===== src/rtl/sevenseg_scanner.sv =====
// Time-multiplexed seven-segment scanner: double-buffered hex value, blank gap
// between digits, leading-zero ripple blanking, frame-aligned buffer update.
module sevenseg_scanner #(
  parameter int DIGITS       = 4,
  parameter int PRESCALE     = 3000,
  parameter int BLANK_CYCLES = 30
) (
  input  logic                  clk,
  input  logic                  rst_n,
  input  logic [4*DIGITS-1:0]   data,
  input  logic [DIGITS-1:0]     dp,
  input  logic                  load,
  input  logic                  lz_en,
  output logic                  update_ack,
  output logic [6:0]            seg,
  output logic                  seg_dp,
  output logic [DIGITS-1:0]     digit_en,
  output logic                  frame_tick
);

  localparam int CMAX = (PRESCALE > BLANK_CYCLES) ? PRESCALE : BLANK_CYCLES;
  localparam int CW   = $clog2(CMAX + 1);
  localparam int IW   = $clog2(DIGITS);

  typedef enum logic {ST_BLANK, ST_DISPLAY} state_t;

  state_t                state_q, state_d;
  logic [CW-1:0]         cnt_q, cnt_d;
  logic [IW-1:0]         idx_q, idx_d;
  logic [4*DIGITS-1:0]   disp_data_q, disp_data_d;
  logic [DIGITS-1:0]     disp_dp_q, disp_dp_d;
  logic [4*DIGITS-1:0]   pend_data_q, pend_data_d;
  logic [DIGITS-1:0]     pend_dp_q, pend_dp_d;
  logic                  pend_flag_q, pend_flag_d;
  logic [6:0]            seg_q, seg_d;
  logic                  seg_dp_q, seg_dp_d;
  logic [DIGITS-1:0]     digit_en_q, digit_en_d;
  logic                  update_ack_q, update_ack_d;
  logic                  frame_tick_q, frame_tick_d;
  logic [3:0]            nib;
  logic                  rb_blank;

  function automatic logic [6:0] hex7(input logic [3:0] h);
    case (h)
      4'h0: hex7 = 7'b0111111;  4'h1: hex7 = 7'b0000110;
      4'h2: hex7 = 7'b1011011;  4'h3: hex7 = 7'b1001111;
      4'h4: hex7 = 7'b1100110;  4'h5: hex7 = 7'b1101101;
      4'h6: hex7 = 7'b1111101;  4'h7: hex7 = 7'b0000111;
      4'h8: hex7 = 7'b1111111;  4'h9: hex7 = 7'b1101111;
      4'hA: hex7 = 7'b1110111;  4'hB: hex7 = 7'b1111100;
      4'hC: hex7 = 7'b0111001;  4'hD: hex7 = 7'b1011110;
      4'hE: hex7 = 7'b1111001;  default: hex7 = 7'b1110001;
    endcase
  endfunction

  always_comb begin
    state_d      = state_q;
    cnt_d        = cnt_q + 1'b1;
    idx_d        = idx_q;
    disp_data_d  = disp_data_q;
    disp_dp_d    = disp_dp_q;
    pend_data_d  = pend_data_q;
    pend_dp_d    = pend_dp_q;
    pend_flag_d  = pend_flag_q;
    seg_d        = seg_q;
    seg_dp_d     = seg_dp_q;
    digit_en_d   = digit_en_q;
    update_ack_d = 1'b0;
    frame_tick_d = 1'b0;
    nib          = '0;
    rb_blank     = 1'b0;

    if (load) begin
      pend_data_d = data;
      pend_dp_d   = dp;
      pend_flag_d = 1'b1;
    end

    case (state_q)
      ST_BLANK: begin
        if (cnt_q == CW'(BLANK_CYCLES - 1)) begin
          state_d = ST_DISPLAY;
          cnt_d   = '0;
          if (idx_q == '0) begin
            frame_tick_d = 1'b1;
            // Old pending value transfers; a simultaneous load stays pending.
            if (pend_flag_q) begin
              disp_data_d  = pend_data_q;
              disp_dp_d    = pend_dp_q;
              update_ack_d = 1'b1;
              if (!load) pend_flag_d = 1'b0;
            end
          end
          nib        = disp_data_d[{idx_q, 2'b00} +: 4];
          rb_blank   = lz_en && (idx_q != '0) && ((disp_data_d >> {idx_q, 2'b00}) == '0);
          digit_en_d = DIGITS'(1) << idx_q;
          seg_d      = rb_blank ? 7'b0000000 : hex7(nib);
          seg_dp_d   = disp_dp_d[idx_q];
        end
      end
      default: begin
        if (cnt_q == CW'(PRESCALE - 1)) begin
          state_d    = ST_BLANK;
          cnt_d      = '0;
          idx_d      = (idx_q == IW'(DIGITS - 1)) ? '0 : idx_q + 1'b1;
          digit_en_d = '0;
          seg_d      = '0;
          seg_dp_d   = 1'b0;
        end
      end
    endcase
  end

  always_ff @(posedge clk or negedge rst_n) begin
    if (!rst_n) begin
      state_q      <= ST_BLANK;
      cnt_q        <= '0;
      idx_q        <= '0;
      disp_data_q  <= '0;
      disp_dp_q    <= '0;
      pend_data_q  <= '0;
      pend_dp_q    <= '0;
      pend_flag_q  <= 1'b0;
      seg_q        <= '0;
      seg_dp_q     <= 1'b0;
      digit_en_q   <= '0;
      update_ack_q <= 1'b0;
      frame_tick_q <= 1'b0;
    end else begin
      state_q      <= state_d;
      cnt_q        <= cnt_d;
      idx_q        <= idx_d;
      disp_data_q  <= disp_data_d;
      disp_dp_q    <= disp_dp_d;
      pend_data_q  <= pend_data_d;
      pend_dp_q    <= pend_dp_d;
      pend_flag_q  <= pend_flag_d;
      seg_q        <= seg_d;
      seg_dp_q     <= seg_dp_d;
      digit_en_q   <= digit_en_d;
      update_ack_q <= update_ack_d;
      frame_tick_q <= frame_tick_d;
    end
  end

  assign seg        = seg_q;
  assign seg_dp     = seg_dp_q;
  assign digit_en   = digit_en_q;
  assign update_ack = update_ack_q;
  assign frame_tick = frame_tick_q;

endmodule


===== config.mk =====
export PLATFORM = sky130hd
export DESIGN_NAME = sevenseg_scanner
export DESIGN_NICKNAME = d
export VERILOG_FILES = /design/src/rtl/sevenseg_scanner.sv
export SDC_FILE = /design/constraint.sdc
export NUM_CORES = 1
export LEC_CHECK = 0
export ABC_CLOCK_PERIOD_IN_PS = 3800
export CELL_PAD_IN_SITES_DETAIL_PLACEMENT = 0
export CELL_PAD_IN_SITES_GLOBAL_PLACEMENT = 1
export CORE_MARGIN = 3
export CORE_UTILIZATION = 46
export CTS_CLUSTER_DIAMETER = 40
export CTS_CLUSTER_SIZE = 14
export DETAILED_ROUTE_END_ITERATION = 7
export PLACE_DENSITY_LB_ADDON = 0.1
export SYNTH_ARGS = -nofsm -noshare
export SYNTH_HDL_FRONTEND = slang
export SYNTH_SLANG_ARGS = --single-unit

===== constraint.sdc =====
create_clock -name clk -period 3.8 [get_ports clk]
set_input_delay 0.57 -clock clk [delete_from_list [all_inputs] [get_ports clk]]
set_output_delay 0.57 -clock clk [all_outputs]
set_load 0.01 [all_outputs]

==> results.md, run 1 <==
- Entering global routing, the biggest net connects between 70 and 80 pins.
- The kind of capture point of the worst setup path is a flop.
- No sink is reached through more buffers than the 2 on the longest clock path.
- Across the VDD grid, the largest voltage drop is between 0.0002 and 0.00025 V.
- The final count of pins violating max slew is 0.
- For this run, the top clock speed supported by timing is roughly 300 MHz.
- The final layout net count is 360.
- The slew of the pin with the lowest slew margin is approximately 0.96 ns.
- The Yosys step of the flow raised 0 warnings.
- The number of different library cells used by synthesis comes to between 40 and 50.
- The number of synthesized register bits is 70.
- The clock tree from TritonCTS is yes.
- The minimum setup slack among reg-to-reg paths is roughly 0.43 ns.
- At the end of the flow the core is filled with cells to a little under three fifths.
- Setup repair after global routing left no endpoint under its margin.
- The power density relative to cell area is between 400 and 500 nW/um^2.
- The sum of routed wire length over all layers is about 6.5 mm.
- The number of DRC markers in iteration 0 is 55.
- The die covers between 8000 and 9000 um^2.
- After synthesis the cells add up to ~3500 um^2.
- The floorplan core area is about 7300 um^2.
- The number of H-tree levels is 3.
- The path class of the tightest hold or removal check is input pin to asynchronous set/reset pin.
- The total overflow reported by the global router is 0.
- The worst setup slack after layout is between 0.4 and 0.5 ns.
- The kind of launch point of the worst setup path is a flop.
- The number of max-cap violations is 0.
- Cells with a size suffix above 1 make up roughly 23% of the layout.
- In this run the static leakage power is approximately 1.8 nW.
- The clock tree skew after final layout is between 0.01 and 0.015 ns.
- Data on the critical path is required at its endpoint by ~4 ns.
- After layout, the worst path uses 88.7% of the clock period.
- After floorplanning, the core was divided into 31 placement rows.
- The later pin in the worst-skew pair is clocked with a latency of between 0.3 and 0.4 ns.
- Clock-pin slew was measured on the worst setup and hold paths at about 0.080 ns.
- From bottom edge to top edge, the die measures between 90 and 100 um.
- The number of nets in the synthesized netlist is 317.
- Measured against its own limit, the worst slew margin works out to a little over a third.
- The number of hold buffers added after CTS is 0.
- The share of the Yosys chip area taken by registers is between 50% and 60%.
- The worst slack at placement is approximately 0.44 ns.
- Once the clock tree was built, the resizer swapped 0 gates to a different size.
- The number of search-and-repair iterations in the first detailed-routing pass is 4.
- The starting density of the core is 47.9%.
- After detailed routing, the average wire length per cell comes to roughly 15 um.
- The relative area change from synthesis to final layout is 19.6%.
- The predominant post-synthesis flop cell is dfrtp_1.
- The type of the worst setup path is flop to flop.
- The final route contains around 2200 vias.
- Data arrives at the worst endpoint at roughly 3.6 ns.
- In this run the tool buffered the top-level ports with 37 buffer cells.
- The number of standard cells in the final layout excluding fillers is between 400 and 500.
- The run finished with clean final reports.
- In the final timing run, aggregate negative setup slack is 0 ns.
- The number of instances in the synthesized netlist is 281.
- The final-layout worst hold slack is roughly 0.42 ns.
- Routability-driven placement finished with a final weighted congestion of 0.827.
- The cell at the root of the clock tree is clkbuf_8.
- The diode insertion count for antenna repair is 0.
- The width of the die is around 93 um.
- Of all flip-flops after synthesis, the portion carrying an async set or reset was 100%.
- The number of hold violations in the final report is 0.
- The number of synthesized flops with an enable pin is 0.
- In this run the remaining antenna-violating nets after routing total 0.
- The number of clock buffers added by TritonCTS is 9.
- Setup violations remaining at the end of the flow were counted as 0.
- The DRC violation count after routing is 0.
- The post-DP HPWL is roughly 4.6 mm.
- Along the worst path, the maximum fanout reaches 12.
- The number of placed instances, taps included, is approximately 410.
- The wire length of the first global-routing pass is around 11 mm.
- The initial antenna violation count is 0.
- Global routing used between 10% and 20% of the available tracks.
- The total setup buffers inserted after CTS is 0.
- The number of sinks handled by clock tree synthesis is 70.
- The number of top-level pins is 38.
- The via count of the first global-routing pass is around 2300.
- In this run the mean area of a mapped cell was ~12 um^2.
- After detailed routing, the number of vias per cell comes to between 5 and 6.
- The shortest clock period the worst path allows after layout is about 3.4 ns.
==> final timing paths <==
check                       startpoint        endpoint  cells past startpoint
setup / recovery              idx_q[1]          seg[6]                     11
hold / removal                   rst_n        cnt_q[1]                      2
setup reg to reg              idx_q[1]          seg[6]                     11
hold reg to reg            digit_en[0]     digit_en[0]                      2
max in group asynchronous        rst_n  pend_data_q[8]                      2
min in group clk           digit_en[0]     digit_en[0]                      2
==> layout by cell type, fill, tap and decap left out, drive strengths merged, types with 7 or more instances in the layout <==
cell type,instances
inv,9
clkbuf,9
mux2,43
clkdlybuf4s50,36
dfrtp,70
mux2i,10
nand3,13
nor4,7
mux4,9
nor2,15
nand2,31
o21ai,10
ha,12
==> worst max-delay path, cell delays in order, from the launching register on <==
cell     delay, ns
dfrtp_1       0.52
inv_2         0.24
ha_1          0.27
and2_4        0.28
mux4_1        0.62
mux2i_4       0.26
ha_1          0.21
nand2_1       0.05
or4_1         0.38
o21ai_0       0.16
buf_4         0.17
o21ai_0       0.09
==> per-stage QoR <==
step           power [mW]  area (um^2)
2_1_floorplan       0.976         3490
3_3_place_gp         1.08         3960
3_5_place_dp         1.08         3960
4_1_cts              1.75         4180
5_1_grt              1.81         4180
6_report             1.72         4180
==> Yosys cell counts, types with 4 or more instances <==
| cell | n | area (um^2) |
|---|---|---|
| and3_1 | 5 | 31.3 |
| dfrtp_1 | 70 | 1750 |
| ha_1 | 12 | 150 |
| inv_1 | 6 | 22.5 |
| mux2_2 | 41 | 462 |
| mux2i_1 | 8 | 80.1 |
| mux4_1 | 6 | 158 |
| nand2_1 | 31 | 116 |
| nand3_1 | 13 | 65.1 |
| nor2_1 | 14 | 52.6 |
| nor3_1 | 4 | 20.0 |
| nor4_1 | 7 | 43.8 |
| o21ai_0 | 6 | 30.0 |
| o21ai_1 | 4 | 20.0 |
| xnor2_1 | 5 | 43.8 |
| xor2_1 | 5 | 43.8 |
==> power by group <==
group | internal (mW) | switching (mW) | leakage, nW
logic | 0.127 | 0.0871 | 0.906
clock network | 0.371 | 0.287 | 0.106
registers | 0.801 | 0.0448 | 0.832
==> layer usage <==
metal	track usage, %	wire length [um]	share of wire [%]	vias up
met4	8.06	129	2.0	0
met2	26.0	3020	47	35
met5	0	0	0	-
li1	-	-	-	1095
met3	2.90	175	2.7	10
met1	22.0	3160	49	1080
==> kinds of logic (layout without fill, tap and decap cells) <==
| family | Yosys count | after routing | share of synthesized area, % |
|---|---|---|---|
| AO/OA/AOI/OAI | 25 | 25 | 4.73 |
| XOR/XNOR | 10 | 10 | 2.51 |
| adder cells (fa/ha/maj) | 12 | 12 | 4.30 |
| flip-flops | 70 | 70 | 50.2 |
| AND/OR/NAND/NOR | 85 | 85 | 11.8 |
| buffers and inverters | 17 | 65 | 2.47 |
| multiplexers | 62 | 62 | 24.0 |
==> registers in the layout, indices dropped and copies added (netlist names) <==
| signal | flops |
|---|---|
| digit_en | 4 |
| pend_data_q | 16 |
| frame_tick | 1 |
| cnt_q | 12 |
| update_ack | 1 |
| disp_data_q | 16 |
| seg_dp | 1 |
| state_q | 1 |
| pend_dp_q | 4 |
| idx_q | 2 |
| seg | 7 |
| pend_flag_q | 1 |
| disp_dp_q | 4 |
==> area by class of cell <==
class | instances | area [um^2]
multi-input combinational | 194 | 1650
timing repair buffer | 41 | 395
clock inverter | 7 | 97.6
sequential | 70 | 1750
fill | 664 | 3120
tap | 99 | 124
clock buffer | 9 | 124
inverter | 8 | 30.0
No activity file was read; power rests on OpenSTA's default activity.
==> inputs of run 2 (changes only) <==
--- a/config.mk
+++ b/config.mk
@@ -5,7 +5,7 @@
 export SDC_FILE = /design/constraint.sdc
 export NUM_CORES = 1
 export LEC_CHECK = 0
-export ABC_CLOCK_PERIOD_IN_PS = 3800
+export ABC_CLOCK_PERIOD_IN_PS = 3850
 export CELL_PAD_IN_SITES_DETAIL_PLACEMENT = 0
 export CELL_PAD_IN_SITES_GLOBAL_PLACEMENT = 1
 export CORE_MARGIN = 3
==> constraint.sdc (replaced) <==
create_clock -name clk -period 3.85 [get_ports clk]
set_input_delay 0.5775 -clock clk [delete_from_list [all_inputs] [get_ports clk]]
set_output_delay 0.5775 -clock clk [all_outputs]
set_load 0.01 [all_outputs]
==> run 2 against run 1 <==
Clock skew about the same; combinational power about the same; sequential share of layout area down 0.30 points; non-clock buffer count down 1; first-iteration DRC count down 9.1%; via count up 2.6%; largest cell class unchanged.
==> results.md, run 2 (synthesis results as in run 1) <==
- Result of the run: complete, no violations (unchanged).
- The post-route clock period utilization is 86.6% (was 88.7%).
- The ratio of cells with drive above 1 in the final layout was 22.3% (was 22.8%).
- The summed negative setup slack over all endpoints is 0 ns (unchanged).
- The last weighted congestion value of the routability-driven placer is 0.821 (was 0.827).
- The arrival time of the worst setup path is 3.56 ns (was 3.59 ns).
- The remaining max-slew budget at the tightest pin was 35.1% (was 35.6%).
- RSZ-0062 raised after global routing: false (unchanged).
- The cell at the root of the clock tree is clkbuf_8 (unchanged).
- The utilization of the core after routing was 57.7% (was 57.3%).
- The worst supply voltage drop on vdd was 0.000238 V (was 0.000213 V).
- The vias per cell is 5.35 (was 5.19).
- The total global-route track usage is 17.0% (was 16.5%).
- The clock tree skew after final layout is 0.0104 ns (was 0.0106 ns).
- The number of max-cap violations came to 0 (unchanged).
- The routed via count is 2277 (was 2220).
- The most frequent standard cell in the layout excluding fill and tap cells is dfrtp_1 (unchanged).
- The maximum number of pins on one net before global-route repair is 39 (was 71).
- The relative area change from synthesis to final layout is 20.5% (was 19.6%).
- The number of hold buffers added after CTS was 0 (unchanged).
- The floorplan die area is 8670 um^2 (unchanged).
- The total setup buffers inserted after CTS was 0 (unchanged).
- The maximum clock path buffer count is 2 (unchanged).
- Cell chain of the critical path: inv_2 -> ha_1 -> and2_4 -> mux4_1 -> mux2i_4 -> ha_1 -> nand2_1 -> or4_1 -> o21ai_0 -> buf_4 -> o21ai_0 (unchanged).
- The standby leakage power came to 1.85 nW (was 1.84 nW).
- The slew of the pin with the lowest slew margin was 0.970 ns (was 0.963 ns).
- The clock edge transition at the registers on the reported setup and hold paths is 0.08 ns (about the same).
- The number of CTS-inserted buffers is 9 (unchanged).
- The die height is 93.1 um (unchanged).
- The final-layout worst hold slack is 0.283 ns (was 0.417 ns).
- The via count of the first global-routing pass is 2313 (was 2344).
- The quantity of gates resized following cts is 0 (unchanged).
- The number of sinks handled by clock tree synthesis is 70 (unchanged).
- The highest clock rate was 300 MHz (was 297 MHz).
- The number of buffer and inverter stages on the critical path was 2 (unchanged).
- The power density relative to cell area is 431 nW/um^2 (was 411 nW/um^2).
- The number of DRC markers in iteration 0 came to 50 (was 55).
- The number of port buffers is 37 (unchanged).
- The final count of pins violating max slew is 0 (unchanged).
- The maximum fanout encountered on the critical timing path is 12 (unchanged).
- The standard cell area after detailed placement is 3950 um^2 (was 3960 um^2).
- The worst min-delay path class is input pin to asynchronous set/reset pin (unchanged).
- The clock tree from TritonCTS was yes (unchanged).
- The number of setup violations in the final report is 0 (unchanged).
- The type of the worst setup path is flop to flop (unchanged).
- The number of top-level pins is 38 (unchanged).
- The number of hold violations in the final report came to 0 (unchanged).
- The stage delay of the slowest cell on the critical path is 0.62 ns (about the same).
- The critical path data required time was 4.07 ns (was 4.02 ns).
- The number of H-tree levels is 3 (unchanged).
- The diode insertion count for antenna repair is 0 (unchanged).
- The initial antenna violation count is 0 (unchanged).
- The cell area after layout came to 4210 um^2 (was 4180 um^2).
- The category of cells accounting for the largest share of critical-path delay is multiplexers (unchanged).
- The total overflow reported by the global router is 0 (unchanged).
- The final layout net count is 359 (was 360).
- The library cell contributing the largest single delay on the critical path is mux4_1 (unchanged).
- The kind of launch point of the worst setup path is a flop (unchanged).
- The shortest clock period the worst path allows after layout is 3.33 ns (was 3.37 ns).
- The wire length of the first global-routing pass is 11.5 mm (was 11.2 mm).
- The sum of routed wire length over all layers was 6.46 mm (was 6.49 mm).
- The DRC violation count after routing is 0 (unchanged).
- The post-DP HPWL is 4.74 mm (was 4.62 mm).
- The average detailed-routed wire length per instance is 15.2 um (about the same).
- The antenna violation net count after detailed routing was 0 (unchanged).
- The kind of capture point of the worst setup path was a flop (unchanged).
- The number of rows created at floorplan is 31 (unchanged).
- The starting density of the core is 47.9% (unchanged).
- The fill cell instance count of the final layout is 645 (was 664).
- The width of the die is 93.1 um (unchanged).
- The clock latency reported for the late side of the worst-skew pair came to 0.35 ns (was 0.34 ns).
- The number of search-and-repair iterations in the first detailed-routing pass came to 4 (unchanged).
- The sequential cell area is 1750 um^2 (unchanged).
- Regs by FF count: disp_data_q x16, pend_data_q x16, cnt_q x12 (unchanged).
- Commonest cells after routing, fill and taps aside: dfrtp_1, mux2_2, clkdlybuf4s50_1 (unchanged).
- The floorplan core area is 7290 um^2 (unchanged).
- The area of the multi-input gates was 1650 um^2 (unchanged).
==> run 2: metal layers <==
| layer | share of wire, % | GRT usage (%) |
|---|---|---|
| met5 | 0 | 0 |
| met3 | 4.1 | 4.51 |
| met1 | 49 | 23.5 |
| met2 | 46 | 26.1 |
| met4 | 1.3 | 5.49 |
==> run 2: area by class of cell <==
cell class / count / share of cell area (%)
sequential: 70 / 41.6
multi-input combinational: 194 / 39.3
timing repair buffer: 40 / 9.22
clock inverter: 6 / 3.21
clock buffer: 9 / 2.94
tap: 99 / 2.94
inverter: 8 / 0.714
==> run 2: path summary, 6_finish.rpt <==
check / start / endpoint / slack (ns) / cells after the start
min in group clk: digit_en[0] / digit_en[0] / 0.48 / 2
hold reg to reg: digit_en[0] / digit_en[0] / 0.48 / 2
setup / recovery: idx_q[1] / seg[6] / 0.52 / 11
max in group asynchronous: rst_n / disp_data_q[4] / 2.61 / 2
setup reg to reg: idx_q[1] / seg[6] / 0.52 / 11
hold / removal: rst_n / cnt_q[1] / 0.28 / 1
==> run 2: power breakdown <==
| group | total (mW) | switching [mW] | internal, mW |
|---|---|---|---|
| Sequential | 0.835 | 0.0436 | 0.791 |
| Combinational | 0.211 | 0.0861 | 0.125 |
| Clock | 0.768 | 0.276 | 0.492 |
| Total | 1.81 | 0.406 | 1.41 |
==> run 2: per-stage QoR <==
step           power, mW  std cells  setup WS [ns]
4_1_cts             1.84        426          0.480
2_1_floorplan      0.963        281          0.525
6_report            1.81        426          0.517
5_1_grt             1.90        426          0.248
3_3_place_gp        1.06        411          0.563
3_5_place_dp        1.07        411          0.506
